===== config.mk =====
export PLATFORM = sky130hd
export DESIGN_NAME = uart_tx
export DESIGN_NICKNAME = d
export VERILOG_FILES = /design/src/rtl/uart_tx.sv
export SDC_FILE = /design/constraint.sdc
export NUM_CORES = 1
export LEC_CHECK = 0
export CORE_MARGIN = 1
export CORE_UTILIZATION = 47
export CTS_BUF_LIST = sky130_fd_sc_hd__clkbuf_8
export CTS_CLUSTER_SIZE = 25
export DETAILED_ROUTE_END_ITERATION = 16
export PLACE_DENSITY_LB_ADDON = 0.15
export SETUP_SLACK_MARGIN = 0.15
export SLEW_MARGIN = 10
export SYNTH_ARGS = -nofsm -noshare
export SYNTH_HDL_FRONTEND = slang
export SYNTH_SLANG_ARGS = --single-unit

===== constraint.sdc =====
create_clock -name clock -period 1.6 [get_ports clock]
set_input_delay 0.32 -clock clock [delete_from_list [all_inputs] [get_ports clock]]
set_output_delay 0.32 -clock clock [all_outputs]
set_load 0.05 [all_outputs]

===== src/rtl/uart_tx.sv =====
// uart_tx: transmit-only 8N1 asynchronous serial transmitter, LSB first.
// Ports: clock, reset (async, active high), send, byte_to_send[7:0] in;
//        done (idle and no send pending), pin (registered serial line) out.
// Option: define UART_TX_PARITY_EN to insert an even-parity bit (8E1).
module uart_tx #(
    parameter int clocks_per_bit = 1
) (
    input  logic       clock,
    input  logic       reset,
    input  logic       send,
    input  logic [7:0] byte_to_send,
    output logic       done,
    output logic       pin
);

    localparam int CW = (clocks_per_bit > 1) ? $clog2(clocks_per_bit) : 1;
    localparam logic [CW-1:0] LAST = CW'(clocks_per_bit - 1);

`ifdef UART_TX_PARITY_EN
    typedef enum logic [2:0] {IDLE, START, DATA, PARITY, STOP} state_t;
`else
    typedef enum logic [2:0] {IDLE, START, DATA, STOP} state_t;
`endif

    state_t          state_q, state_d;
    logic [7:0]      data_q, data_d;
    logic [2:0]      bit_q, bit_d;
    logic [CW-1:0]   cyc_q, cyc_d;
    logic            pin_q, pin_d;
    logic            last;

    always_ff @(posedge clock or posedge reset) begin
        if (reset) begin
            state_q <= IDLE;
            data_q  <= '0;
            bit_q   <= '0;
            cyc_q   <= '0;
            pin_q   <= 1'b1;
        end else begin
            state_q <= state_d;
            data_q  <= data_d;
            bit_q   <= bit_d;
            cyc_q   <= cyc_d;
            pin_q   <= pin_d;
        end
    end

    assign last = (cyc_q == LAST);

    // pin_d is the line level for the bit that begins after this edge,
    // which keeps pin registered while the start bit still appears one
    // cycle after the accepting edge.
    always_comb begin
        state_d = state_q;
        data_d  = data_q;
        bit_d   = bit_q;
        cyc_d   = cyc_q + CW'(1);
        pin_d   = pin_q;
        unique case (state_q)
            IDLE: begin
                cyc_d = '0;
                pin_d = 1'b1;
                if (send) begin
                    state_d = START;
                    data_d  = byte_to_send;
                    pin_d   = 1'b0;
                end
            end
            START: begin
                if (last) begin
                    state_d = DATA;
                    cyc_d   = '0;
                    bit_d   = '0;
                    pin_d   = data_q[0];
                end
            end
            DATA: begin
                if (last) begin
                    cyc_d = '0;
                    if (bit_q == 3'd7) begin
`ifdef UART_TX_PARITY_EN
                        state_d = PARITY;
                        pin_d   = ^data_q;
`else
                        state_d = STOP;
                        pin_d   = 1'b1;
`endif
                    end else begin
                        bit_d = bit_q + 3'd1;
                        pin_d = data_q[bit_q + 3'd1];
                    end
                end
            end
`ifdef UART_TX_PARITY_EN
            PARITY: begin
                if (last) begin
                    state_d = STOP;
                    cyc_d   = '0;
                    pin_d   = 1'b1;
                end
            end
`endif
            STOP: begin
                if (last) begin
                    state_d = IDLE;
                    cyc_d   = '0;
                    pin_d   = 1'b1;
                end
            end
            default: begin
                state_d = IDLE;
                cyc_d   = '0;
                pin_d   = 1'b1;
            end
        endcase
    end

    assign pin  = pin_q;
    assign done = (state_q == IDLE) && !send;

endmodule


Yosys cells after proc, flatten, opt, wreduce, memory -nomap -nowiden
Index checks and enable logic that the tools add are counted.
W data, S select, Z words.
{ "op_classes": {"n_addsub": 2, "reduce_logical": 9, "n_lt_le_gt_ge": 1, "mux": 19, "eq_ne": 10} }
{ "ops": {"columns": ["op", "count"], "rows": [
  ["$mux W3", 7],
  ["$ne A2 B2 Y1 const B", 6],
  ["$pmux W3 S4", 1],
  ["$mux W1", 8],
  ["$eq A3 B2 Y1 const B", 2],
  ["$pmux W3 S2", 1],
  ["$reduce_and A5 Y1", 1],
  ["$lt A3 B4 Y1 const B", 1],
  ["$pmux W1 S4", 1],
  ["$reduce_and A4 Y1", 1],
  ["$add A3 B1 Y3 const B", 1],
  ["$bmux W1 S3", 1],
  ["$eq A3 B1 Y1 const B", 1],
  ["$eq A3 B3 Y1 const B", 1],
  ["$logic_not A3 Y1", 1],
  ["$reduce_and A3 Y1", 1],
  ["$reduce_or A3 Y1", 1],
  ["$reduce_and A2 Y1", 1],
  ["$reduce_bool A2 Y1", 1],
  ["$add A1 B1 Y1 const B", 1],
  ["$logic_and A1 B1 Y1", 1],
  ["$logic_not A1 Y1", 1]
]} }
{ "word_totals": {"input_bits": 11, "out_inout_bits": 2, "wordCells": 46, "register_bits": 16} }

Logic depth before layout (Yosys ltp)
Gate-level depths: netlist (run 1).
{ "logic_depth": {"depth_word": 6, "ltp_mapped": 5, "ltp_nobuf": 5} }

Worst setup path before layout (run 1)
No wires, ideal clock.
{ "synth_path": {"path_type": "flip-flop to flip-flop", "startpoint": "reg state_q[0]", "endpoint": "reg state_q[1]", "t_required_ps": 1475, "arrival_ps": 1892, "path_stages_with_launch": 6, "period_less_slack_ps": 2016, "path_buffers": 0, "slack_ps": -416, "setup_time_ps": 125, "cell_sequence": "dfrtp_1 inv_1 ha_1 nor2b_1 nor2_1 mux2_2"} }
{ "synth_via": {"elab_chain_cells": 3, "elab_cells_between_ends": 11, "classes_between": "eq/ne (8); mux (1); reduce/logical (2)"} }
{ "synth_rtl": {"columns": ["element", "line", "source"], "rows": [
  ["start, declared", "25", "state_t state_q, state_d;"],
  ["start signal, assigned", "40", "state_q <= state_d;"],
  ["$eq A3 B2 Y1 (tied with other cells)", "59", "unique case (state_q)"],
  ["$ne A2 B2 Y1 (no source line)", null, null],
  ["$reduce_and A5 Y1 (no source line)", null, null]
]} }
Parallel ways exist; a longest one is shown, timed or not.
A chain may end at the register's enable or synchronous reset.

Worst setup path after layout (run 1)
{ "layout_path": {"startpoint": "reg state_q[1]", "endpoint": "out done"} }
{ "layout_via": {"elab_chain_cells": 2} }
{ "layout_rtl": {"columns": ["element", "line", "source"], "rows": [
  ["$logic_not A3 Y1", "119", "assign done = (state_q == IDLE) && !send;"],
  ["$logic_and A1 B1 Y1", "119", null],
  ["end, declared", "12", "output logic done,"]
]} }
Every way passes these cells.

==> results of run 1 <==
==> worst paths after layout <==
kind	startpoint	to	slack, ps
worst max-delay path	state_q[1]	done	110
worst min-delay path	reset	bit_q[0]	420
worst max register to register	state_q[0]	state_q[0]	120
worst min register to register	data_q[5]	data_q[5]	500
max in group asynchronous	reset	data_q[4]	810
min in group clock	data_q[5]	data_q[5]	500
==> critical path, stage by stage, from the launching register on <==
cell and delay [ps]:
sky130_fd_sc_hd__dfrtp_1 400, sky130_fd_sc_hd__inv_2 90, sky130_fd_sc_hd__ha_4 130, sky130_fd_sc_hd__nor2b_4 160, sky130_fd_sc_hd__buf_12 140
==> Yosys cell counts, drive strengths merged <==
cell type / number
o22a: 1
a21oi: 1
o22ai: 1
a22o: 1
nor2: 2
dfrtp: 13
mux4: 1
a221oi: 1
xor2: 1
o21ai: 2
o211ai: 1
nor2b: 3
mux2: 11
mux2i: 1
and2: 1
a211oi: 1
inv: 4
ha: 6
nand3b: 1
dfstp: 1
nand2: 4
==> state kept, by name, indices dropped and copies added, names as in the netlist <==
name,cells
state_q,2
bit_q,3
data_q,8
pin,1
==> area by class of cell <==
| type | count | share of cell area |
|---|---|---|
| tap | 15 | 0.0170 |
| sequential | 14 | 0.319 |
| inverter | 4 | 0.0136 |
| timing repair buffer | 24 | 0.209 |
| multi-input combinational | 40 | 0.391 |
| clock buffer | 4 | 0.0500 |
==> layer usage <==
layer	track usage	up-vias	wire, microns
met1	0.230	280	750
met2	0.379	13	851
li1	-	264	-
met5	0	-	0
met3	0.0479	2	59
met4	0.0726	0	10
==> what timing repair did <==
item                                   4_1_cts  5_1_grt
setup buffers                                7        2
resized for setup                            5        3
gates cloned                                 0        0
endpoints found under the hold margin        0        0
hold buffers                                 0        0
pin swaps                                    2        1
setup endpoints to repair                    9        4
==> power breakdown <==
group / switching (mW) / internal (mW) / total (mW) / leakage [nW]
Sequential: 0.122 / 0.545 / 0.667 / 0.167
Clock: 0.128 / 0.218 / 0.346 / 0.0288
Combinational: 0.567 / 0.766 / 1.33 / 0.295
==> logic make-up (layout without fill, tap and decap cells) <==
family,Yosys count,in the layout,share of synthesized area
compound gates,9,9,0.0859
flops,14,14,0.483
buf+inv,4,32,0.0206
fa+ha+maj,6,6,0.103
xor+xnor,1,1,0.0120
mux,13,13,0.220
simple gates,11,11,0.0756
==> results.txt, run 1 <==
Across the VDD grid, the largest voltage drop is 1.34 mV. Detailed routing inserted a total of 559 vias. The worst slack at placement was -40.8 ps; the die boundary height was 41.4 microns. The clock insertion delay at the later pin of the skew report was 240 ps; the number of global-route vias before repair was 491. In this run the power density over the cells is 2130 nW/um^2. The initial standard-cell utilization of the core was 0.533; the number of cells on the worst reg-to-reg path was 8.

The tools report the residual antenna-violating net count after detailed routing as 0. The normalized max-slew margin was 0.630; the maximum fanout encountered on the critical timing path was 2. Setup repair after global routing could not meet its margin everywhere.

The DRC violation count after routing was 0; the mean routed wirelength per cell was 16.6 microns. The number of hold violations in the final report was 0; the area of the mapped netlist was 728 sq um. Number of nets in the finished design: 104. The first-pass iteration count of the detailed router came out at 4. Between clock sinks in the finished design, the worst skew comes to 5.84 ps.

The number of input and output port buffers inserted came out at 12. The region available for standard cell placement spans 1370 sq um. The worst setup path is launched from a register. The tree is rooted in a sky130_fd_sc_hd__clkbuf_8.

The run finished with clean final reports. The overall power of the completed layout is 2.35 mW. The final-layout setup total negative slack is 0 ps. In this run, distinct cell masters in the synthesized netlist total 21. The via density per instance is 5.53, and the mean cell area of the mapped netlist is 12.6 sq um. The placed instances occupy a cell area of 943 sq um.

The worst-case hold slack was 421 ps; the period utilization was 0.931. The die covers 1710 sq um. The logs give 2170 microns for the wire length of the first global-routing pass and 1670 microns for the wire length reported by the detailed router.

The run gives 13 as the number of core rows. The kind of critical path was register to output port. Clock-pin slew was measured on the worst setup and hold paths at 60 ps. Excluding fillers, the count of instances in the completed layout stands at 101. The clock passes through at most 2 buffers. In this run, CTS created clock tree buffers numbering 3. After filler insertion, the fill cell instance count of the layout stands at 81. Share of layout cells above drive strength 1: 0.477. Post-route core utilization: 0.806.

Transition time of the tightest slew-check pin: 554 ps. For the count of synthesis-stage warnings from yosys, the log shows 0. The sort of element at the end of the critical path was an output port.

The least setup slack across all paths after layout is 110 ps. Relative to the synthesized area, the layout overhead comes to 51.2%. TritonCTS built the clock tree.

The logs give 0 for the number of antenna violations at the first check in global routing and 1100 sq um for the design area. H-tree depth: 1. Routability-driven placement finished with a final weighted congestion of 0.744.

Leaving out fill and tap cells, the most frequent cells in the layout are sky130_fd_sc_hd__dfrtp_1, sky130_fd_sc_hd__buf_4, sky130_fd_sc_hd__mux2_2, sky130_fd_sc_hd__clkdlybuf4s50_1. The library cell with the largest summed area after synthesis is sky130_fd_sc_hd__dfrtp_1. The logs give 671 MHz for the maximum frequency from static timing analysis and 0 for the total grt overflow.

The minimum clock period after layout came out at 1490 ps. Count of pins over their slew limit: 0. The global-route usage over all layers is 0.206, and the initial detailed-routing violation count is 10. In the final layout, flip-flops and latches occupy 352 sq um. The number of sinks on the clock net was 14; the number of max-capacitance violations reported was 0. For the data arrival time of the critical path, the log shows 1170 ps. Type of the tightest min-delay check: primary input to async pin. The library cell used most frequently in the layout, excluding fill and tap cells, is sky130_fd_sc_hd__dfrtp_1. Setup violations remaining at the end of the flow were counted as 0. The share of synthesized area occupied by flip-flops and latches is 0.483, and the width of the chip is 41.4 microns. The multi-input combinational cells in the finished layout cover a total of 430 sq um. 0 antenna diodes ended up in the layout. The cell leakage power is 0.491 nW, and the post-synth net total is 75. The top cell type's share of synthesized area works out to 0.447. For this design the top-level I/O count stands at 13. In the synthesized netlist, the number of instances is 58. After synthesis, the cell types taking the most area are sky130_fd_sc_hd__dfrtp_1, sky130_fd_sc_hd__mux2_2, sky130_fd_sc_hd__ha_1, sky130_fd_sc_hd__dfstp_2, sky130_fd_sc_hd__mux4_1.

STA puts the critical path data required time at 1280 ps. The largest net degree at the start of global routing was 15; the cell count after placement was 88. The total of flip-flops plus latches after synthesis works out to 14.

The run gives 994 microns as the placed wire-length estimate.
Power figures use the tool's default switching activity.
==> run 2, diff against run 1 <==
--- a/config.mk
+++ b/config.mk
@@ -5,6 +5,7 @@
 export SDC_FILE = /design/constraint.sdc
 export NUM_CORES = 1
 export LEC_CHECK = 0
+export ABC_AREA = 1
 export CORE_MARGIN = 1
 export CORE_UTILIZATION = 47
 export CTS_BUF_LIST = sky130_fd_sc_hd__clkbuf_8
==> run 2 against run 1 <==
The run now ends with setup timing left; sequential cell count did not move; global-route usage rose by 2.7 points; register-to-register slack better by 60 ps; sequential power shrank 1%; area after synthesis decreased by 0.69%; utilization shrank 1.4 points; final cell count is 16% higher; combinational power barely moved; clock power down 2%.
==> results.txt, run 2 <==
The flow ran to the end, but the final reports show violations. The final reports fail on setup timing. Hold is met by 409 ps. The number of nets in the finished design is 120. After synthesis, the most frequently instantiated cells are sky130_fd_sc_hd__nand2_1, sky130_fd_sc_hd__dfrtp_1, sky130_fd_sc_hd__inv_1. From synthesis to final layout, the design area changed by 49.7%. The wire length of the first global-routing pass was 2370 microns; the H-tree depth was 1.

The maximum frequency from static timing analysis is 594 MHz, and the global-route usage over all layers is 0.233. During I/O placement, the number of pins put on the boundary was 13. For the final database, setup skew stands at 3.63 ps.

Counting flops with a built-in enable in the synthesized netlist gives 0. The power per cell area works out to 2140 nW/um^2. The TritonCTS buffer count was 3; the maximum fanout encountered on the critical timing path was 2. For the worst setup path, the data required time is 1280 ps.

The die covers 1700 sq um. By area the synthesized netlist is led by sky130_fd_sc_hd__dfrtp_1, sky130_fd_sc_hd__mux2_2, sky130_fd_sc_hd__ha_1, sky130_fd_sc_hd__nand2_1, sky130_fd_sc_hd__inv_1. At the end of routability-driven placement, the weighted congestion stood at 0.770. IR analysis of the VDD net gives a maximum drop of 1.44 mV. The core region is 1370 sq um. Post-synth net total: 91.

The startpoint identified for the worst register-to-register timing path is state_q[0]. The number of antenna violations at the first check in global routing is 0. The sort of element at the end of the critical path is an output port.

The number of hold violations in the final report was 0; the setup slack of the worst register-to-register path was 180 ps. Yosys instantiated no cell more often than sky130_fd_sc_hd__nand2_1. The overall power of the completed layout is 2.32 mW. The number of flip-flops in the largest register is 8, and the least setup slack across all paths after layout is -82.3 ps. The top cell types in the final layout, fill and taps aside, are sky130_fd_sc_hd__nand2_1, sky130_fd_sc_hd__dfrtp_1, sky130_fd_sc_hd__buf_4, sky130_fd_sc_hd__clkdlybuf4s50_1, sky130_fd_sc_hd__mux2_2. In this run the deepest clock path goes through 2 buffers.

Buffers inserted to repair hold after CTS numbered 0. The repair_antennas step left the layout with diodes totalling 0. The smallest clock period supported by the final layout is computed as 1680 ps. For this run, design rule violations remaining after detail routing come to 0. The main flop type after synthesis is sky130_fd_sc_hd__dfrtp_1. Number of global-route vias before repair: 533.

In this run the horizontal extent of the chip is 41.2 microns. Kind of critical path: register to output port. The tools report the number of max-capacitance violations reported as 0. The detailed router placed 606 vias in this run. The count of different cell masters after synthesis is 15, and the initial standard-cell utilization of the core is 0.529. The proportion of synthesized flip-flops having asynchronous set or reset was 1.00; the normalized max-slew margin was 0.649. In this run the worst hold path is classified as primary input to async pin.

The share of layout cells above drive strength 1 came out at 0.412. In this run the clock root is driven by a sky130_fd_sc_hd__clkbuf_8. The count of synthesis-stage warnings from yosys is 0, and the mean routed wirelength per cell is 13.6 microns. The finished cells cover 1080 sq um. The die boundary height was 41.2 microns. Clock tree synthesis found a total of 14 sinks. Clock latency on the worst-skew pair, taken at its later pin, is 240 ps. The number of cells on the worst reg-to-reg path is 6. After the first detailed-routing iteration, the DRC count stood at 17. The endpoint identified for the worst register-to-register timing path is data_q[3]. After synthesis the cells add up to 723 sq um.

The count of pins over their slew limit was 0; the transition time of the tightest slew-check pin was 526 ps. Once detail routing completed, the nets flagged for antenna violations numbered 0. The tools report the largest net degree at the start of global routing as 15. Commonest non-fill, non-tap cell in the layout: sky130_fd_sc_hd__nand2_1.

After detailed routing, the total wire length is 1590 microns. The period utilization came out at 1.05. Setup repair after global routing could not meet its margin everywhere.

The worst setup path is launched from a register. The mean cell area of the mapped netlist is 9.77 sq um, and the total grt overflow is 0. TritonCTS built the clock tree.

The number of instances in the synthesized netlist was 74. The tools report the data arrival time of the critical path as 1360 ps. Port buffering added 12 buffers. The top cell type's share of synthesized area was 0.450; the via density per instance was 5.18. The setup violation total in the final timing report came out at 1.

The first detailed-routing pass took 4 iterations. The share of synthesized area occupied by flip-flops and latches was 0.486. Once placement finished, the instance area stood at 911 sq um. The worst slack at placement was 25.1 ps. After floorplanning, the core was divided into 13 placement rows. In this run, synthesis produced a sequential element count of 14.

The largest total area in the synthesized netlist belongs to sky130_fd_sc_hd__dfrtp_1. Summed over all nets, the half-perimeter wirelength after detailed placement is 1040 microns. The largest registers in the layout are data_q x8, bit_q x3, state_q x2. After clock tree synthesis, the clock-pin slew on the worst setup and hold paths is 60 ps. data_q holds more flip-flops than any other register. The cell leakage power is 0.509 nW.
## run 2: cell count changes after synthesis, sizes merged, moves of 3 or more
cell,change
inv,+8
nand2,+14
nor2b,-3
mux2,-3
o21ai,+3
nand3,+7
## run 2: area by class of cell
| type | instances | area [sq um] |
|---|---|---|
| fillers | 88 | 284 |
| well taps | 15 | 18.8 |
| repair buffers | 24 | 230 |
| clock buffers | 4 | 55.1 |
| inverters | 12 | 48.8 |
| flip-flops and latches | 14 | 352 |
| multi-input cells | 48 | 378 |
## run 2: per-layer routing
metal	global-route usage	routed length, microns	vias to the layer above
met2	0.383	808	19
met3	0.0815	69	2
li1	-	-	296
met4	0.121	12	0
met5	0	0	-
met1	0.264	700	289
## run 2: power by group
group	switching, mW	leakage, nW	internal, mW
clock network	0.121	0.0288	0.218
registers	0.112	0.168	0.546
logic	0.661	0.312	0.660
## run 2: cells by family after synthesis
group           after synthesis  synth area share
simple gates                 27             0.163
flops                        14             0.486
buf+inv                      12            0.0623
mux                           8             0.125
compound gates                7            0.0606
fa+ha+maj                     6             0.104
## run 2: worst max path at each step
stage                     from  slack, ps   end
finish              state_q[0]        -80  done
global route        state_q[1]       -140  done
CTS                 state_q[0]        -80  done
detailed placement        send         30  done
global placement          send         50  done
floorplan           state_q[0]        150  done
## run 2: what timing repair did
| action | 4_1_cts | 5_1_grt |
|---|---|---|
| hold endpoints to repair | 0 | 0 |
| resized for setup | 3 | 8 |
| setup buffers | 6 | 4 |
| setup endpoints to repair | 1 | 5 |
| pin swaps | 1 | 1 |
## run 2: metrics by stage
step / instances / util / setup TNS (ps)
after global placement: 103 / 0.667 / 0
after floorplan: 74 / - / 0
final: 117 / 0.792 / -82.3
after detailed placement: 103 / 0.667 / 0
after CTS: 113 / 0.747 / -78.4
after global routing: 117 / 0.792 / -140
## run 2: worst max-delay path, stage by stage (launching register included)
cell,delay [ps]
sky130_fd_sc_hd__dfrtp_1,390
sky130_fd_sc_hd__inv_2,90
sky130_fd_sc_hd__ha_4,130
sky130_fd_sc_hd__inv_2,30
sky130_fd_sc_hd__or2_4,240
sky130_fd_sc_hd__clkinvlp_4,100
sky130_fd_sc_hd__buf_12,130
==> variant 1, RTL diff (flow settings as in run 2) <==
Encoding of `state_t`: now one-hot (4 bits for 4 states).
--- a/src/rtl/uart_tx.sv
+++ b/src/rtl/uart_tx.sv
@@ -19,7 +19,7 @@
 `ifdef UART_TX_PARITY_EN
     typedef enum logic [2:0] {IDLE, START, DATA, PARITY, STOP} state_t;
 `else
-    typedef enum logic [2:0] {IDLE, START, DATA, STOP} state_t;
+    typedef enum logic [3:0] {IDLE = 4'b0001, START = 4'b0010, DATA = 4'b0100, STOP = 4'b1000} state_t;
 `endif
 
     state_t          state_q, state_d;
Function: same outputs for any inputs over 10 cycles, from zero or initial values and one cycle with reset high; not proved beyond that.
==> variant 1 against run 2 <==
- power shrank 16%
- count of clock-buffer cells in the layout shrank 1
- hold slack lost 27 ps
- sequential cell count grew 2
- wire length shrank 7.8%
- fmax grew 7.7%
- die area grew 8.9%
- first-iteration DRC count shrank 41%
- cell count grew 13%
- synthesized area grew 9.3%
- setup slack gained 120 ps
- design area grew 0.81%
==> variant 1: results (changes against run 2) <==
** Run status
- Run status :: complete, no violations

** Clocking
- The TritonCTS sink count came to 16 (+2).
- The total setup buffers inserted after CTS came to 3 (-3).
- The number of instances resized during post-cts repair is 4 (+1).
- Clock tree synthesis selected as its root buffer the cell clkbuf_8.

** Setup path
- For this design, the slowest cell found on the critical path is dfstp_2.
- The worst-case reg-to-reg path depth was 9 (+3).
- The endpoint identified for the worst register-to-register timing path is pin.
- Reg2reg start :: state_q[0]
- Arrival time of the worst setup path :: 1240 ps (-120 ps)
- The delay of the slowest cell on the worst path came to 540 ps (+150 ps).

** Floorplan
- The overall die width came to 43.0 um (+4.3%).

** Place
- Cells after DPL :: 122 (+18%)
- Half-perimeter wire length after placement :: 1040 um (-0.72%)
- Area after DPL :: 977 sq um (+7.3%)
- Final weighted congestion of routability-driven global placement :: 0.751 (-2.5%)
- The placement-stage worst setup slack was 43.0 ps (+17.8 ps).

** Finish
- Share of cells above drive strength 1 :: 0.241 (-0.170)
- The share of the final layout cell area in sequential cells is 0.370 (+0.0456).
- Core Util, Final :: 0.708 (-0.0843)
- Non-clock buffer contribution to total cell area :: 0.190 (-0.0224)
- The number of antenna diodes came to 0 (unchanged).
- Clock-cell share :: 0.0413 (-0.00958)
- The layout net count came to 130 (+8.3%).
- Multi-input combinational cell count :: 64 (+33%)
- The clock buffer instance count of the final layout is 3 (-1).
- The number of ordinary inverters in the final layout is 11 (-1).
- The multi-input combinational area share was 0.336 (-0.0131).
- Filler cell count in the final layout :: 118 (+34%)
- The non-clock buffer count in the final layout came to 21 (-13%).
- In the final layout, the registers with the most flip-flops are data_q: 8 flops, state_q: 4 flops, bit_q: 3 flops.

** STA
- The actual transition at the worst max-transition pin is 206 ps (-320 ps).
- Final Skew :: 2.58 ps (-1.04 ps)
- The worst hold margin is 382 ps (-26.5 ps).

** Global routing
- The global-route met2 utilization came to 0.282 (-0.101).
- Vias in the first global route :: 578 (+8.4%)
- The total global-route track usage came to 0.192 (-0.0417).
- Grt met1 use :: 0.279 (+0.0148)
- Met3 track demand over resource :: 0.0383 (-0.0432)
- The pin count of the biggest net entering global routing came to 17 (+2).
- First-pass GRT wire length :: 2610 um (+10%)

** Detailed routing
- Drt total wl :: 1470 um (-7.8%)
- DRC violation total after the first TritonRoute iteration :: 10 (-7)
- Routed length on met3 :: 60 um (-13%)
- Detail-routed net length per standard cell :: 11.1 um (-18%)
- The total vias in the final route was 653 (+7.8%).
- The wire length the detailed router placed on met1 was 700 um (unchanged).
- Met2 wire length :: 683 um (-15%)

** Yosys
- Largest cells by area after synthesis :: dfrtp_1 44%, nand2_1 14%, nand3_1 7.6%
- Sequential share of the synthesized area :: 0.509 (+0.0233)
- Syn_nets :: 104 (+14%)
- Cell types with the highest counts after synthesis :: 30 x nand2_1, 14 x dfrtp_1, 12 x nand3_1, 11 x inv_1, 9 x o21ai_0
- The number of standard cells after synthesis is 91 (+23%).

** Pwr
- Leakage :: 0.545 nW (+7.1%)
- IR Drop Worst-Case VDD :: 1150 uV (-21%)
[variant 1: cell count changes after synthesis, sizes merged]
cell and change:
o21ai +5, nand3b +1, ha -4, mux2 -8, nor2 +5, or2 -1, nand3 +7, dfrtp +1
dfstp +1, a211oi -1, nand2 +13, inv -1, o31ai -1
[variant 1: report_power, final]
group / internal, W / total, W / switching [W]
Combinational: 0.000425 / 0.000962 / 0.000537
Sequential: 0.000582 / 0.000695 / 0.000113
Clock: 0.000170 / 0.000300 / 0.000130
[variant 1: how the worst max path moves through the flow]
stage | cells past startpoint | to | startpoint | slack [ps]
after CTS | 5 | done | state_q[0] | 20
after floorplan | 4 | done | state_q[0] | 180
final | 5 | done | state_q[0] | 40
after detailed placement | 5 | done | send | 40
after global placement | 5 | done | send | 40
after global routing | 5 | done | state_q[0] | -8
[variant 1: kinds of logic after synthesis]
kind of cell               synth area share
and+or+nand+nor                       0.329
buffers and inverters                0.0522
DFF                                   0.509
AOI/OAI and AO/OA                    0.0775
adders and majority gates            0.0316
==> variant 2, RTL diff (settings of run 2) <==
Without the edit above. Add a define of `UART_TX_PARITY_EN`.
--- a/src/rtl/uart_tx.sv
+++ b/src/rtl/uart_tx.sv
@@ -2,6 +2,8 @@
 // Ports: clock, reset (async, active high), send, byte_to_send[7:0] in;
 //        done (idle and no send pending), pin (registered serial line) out.
 // Option: define UART_TX_PARITY_EN to insert an even-parity bit (8E1).
+`define UART_TX_PARITY_EN
+
 module uart_tx #(
     parameter int clocks_per_bit = 1
 ) (
Behaviour: no difference found for any inputs over 10 cycles, from zero or initial values and one cycle with reset high; that may be too few to reach the edited logic, so the function may still have changed.
==> variant 2 against run 2 <==
- the run still ends with setup timing left
- setup slack lost 78 ps
- sequential share of layout area up 0.13 points
- synthesized cell count up 82%
- power grew 3.3%
- sequential power grew 7.5%
- design area rose by 6.7%
- synthesized area up 27%
- wire length is 17% higher
- fmax fell by 4.4%
- critical path depth grew 1
- sequential cell count increased by 1
- critical path type unchanged
- largest power group unchanged
==> variant 2: results (changes against run 2) <==
** Yosys
- The total number of yosys warnings came to 0 (unchanged).
- The distinct cell type count after synthesis came to 19 (+4).
- By area the synthesized netlist is led by dfrtp_1 38%, nand2_1 18%, inv_1 7.8%.
- The sequential area share after synthesis came to 0.410 (-0.0761).
- By count the netlist is led by 45 x nand2_1, 19 x inv_1, 14 x dfrtp_1, 13 x nor2_1, 12 x nand3_1.
- Syn_nets :: 148 (+63%)

** STA
- The number of setup violations in the final report was 1 (unchanged).
- Final Skew :: 1.30 ps (-2.32 ps)
- Setup WS post-layout :: -161 ps (-78.3 ps)
- The actual transition at the worst max-transition pin is 285 ps (-241 ps).

** Setup path
- Arrival time of the worst setup path :: 1440 ps (+80 ps)
- The startpoint identified for the worst register-to-register timing path is bit_q[0].
- Setup slack of the most critical reg-to-reg path :: 270 ps (+90 ps)
- The top fanout value on the critical path came to 3 (+1).
- The worst register-to-register path ends at pin.
- Reg2Reg Depth :: 8 (+2)

** Pwr
- The static leakage power was 0.623 nW (+22%).
- The worst ir drop on vdd was 1160 uV (-19%).

** Run status
- The final reports fail on setup timing.
- Run status :: finished, violations left

** Finish
- In the final layout, the registers with the most flip-flops are data_q: 8 flops, bit_q: 3 flops, state_q: 3 flops.
- The layout cell share with drive strength beyond 1 is 0.124 (-0.288).
- Number of nets at the end of the flow :: 167 (+39%)
- # diodes :: 0 (unchanged)

** Detailed routing
- The number of DRC markers in iteration 0 is 23 (+6).
- The number of vias per cell was 4.95 (-4.4%).
- The routed wire length is 1870 um (+17%).

** Clocking
- The number of instances resized during post-cts repair came to 0 (-3).
- The number of buffers inserted during clock tree synthesis is 3 (unchanged).
- Clock slew at reported path FFs :: 60 ps (about the same)

** Global routing
- Vias in the first global route :: 733 (+38%)
- The pin count of the biggest net entering global routing is 17 (+2).
- The first-pass GRT wire length came to 3040 um (+29%).
- Global routing usage summed across all routing layers :: 0.203 (-0.0306)

** Place
- The global placer's final weighted congestion was 0.807 (+4.8%).
- Half-perimeter wire length after placement :: 1420 um (+36%)
- Post-Place Worst Slack :: 27.0 ps (+1.85 ps)
==> variant 2: stage by stage <==
stage / total power (W) / area (sq um) / hold slack (ps) / TNS [ps] / instances
after floorplan: 0.00171 / 925 / 221 / 0 / 135
after global placement: 0.00200 / 1090 / 489 / 0 / 172
after detailed placement: 0.00204 / 1090 / 506 / 0 / 172
after CTS: 0.00238 / 1150 / 381 / -117 / 178
after global routing: 0.00263 / 1150 / 401 / -209 / 178
final: 0.00239 / 1150 / 370 / -161 / 178
==> variant 2: cell type report <==
| type | count | area (sq um) |
|---|---|---|
| fillers | 159 | 628 |
| clock inverters | 1 | 3.75 |
| flip-flops and latches | 15 | 377 |
| inverters | 21 | 82.6 |
| clock buffers | 3 | 41.3 |
| multi-input cells | 97 | 449 |
| repair buffers | 16 | 170 |
| well taps | 25 | 31.3 |
==> variant 2: logic make-up after synthesis <==
family | count (synthesis) | synth area share
AND/OR/NAND/NOR | 79 | 0.365
AO/OA/AOI/OAI | 15 | 0.0845
buffers and inverters | 23 | 0.104
XOR/XNOR | 1 | 0.00954
adder cells (fa/ha/maj) | 2 | 0.0272
flip-flops | 15 | 0.410
==> variant 2: worst max-delay path by stage <==
stage	to	slack (ps)	cells after the start
2_1_floorplan	done	170	6
3_3_place_gp	done	50	4
3_5_place_dp	done	30	4
4_1_cts	done	-120	7
5_1_grt	done	-210	7
6_report	done	-160	7
==> variant 2: timing repair <==
action | CTS | global route
pin swaps | 1 | 1
gates cloned | 0 | 0
setup endpoints to repair | 1 | 1
buffers inserted | 2 | 0
==> variant 2: report_power, final <==
part	switching (W)	leakage [nW]	internal, W	total, W
Combinational	0.000837	0.421	0.000549	0.00139
Clock	0.000132	0.0269	0.000170	0.000302
Sequential	0.000148	0.176	0.000558	0.000706
Total	0.00112	0.623	0.00128	0.00239
==> variant 2: per-layer routing <==
metal / GRT usage / up-vias / routed length (um)
met1: 0.266 / 398 / 844
met5: 0 / - / 0
met4: 0.0882 / 0 / 29
met2: 0.324 / 24 / 923
li1: - / 455 / -
met3: 0.0353 / 4 / 71
==> variant 2: worst max-delay path, cell delays in order, from the launching register on <==
cell,delay (ps)
dfrtp_1,390
nor2_2,140
inv_2,70
nor2_4,100
inv_2,40
or2_4,240
clkinvlp_4,90
buf_12,130
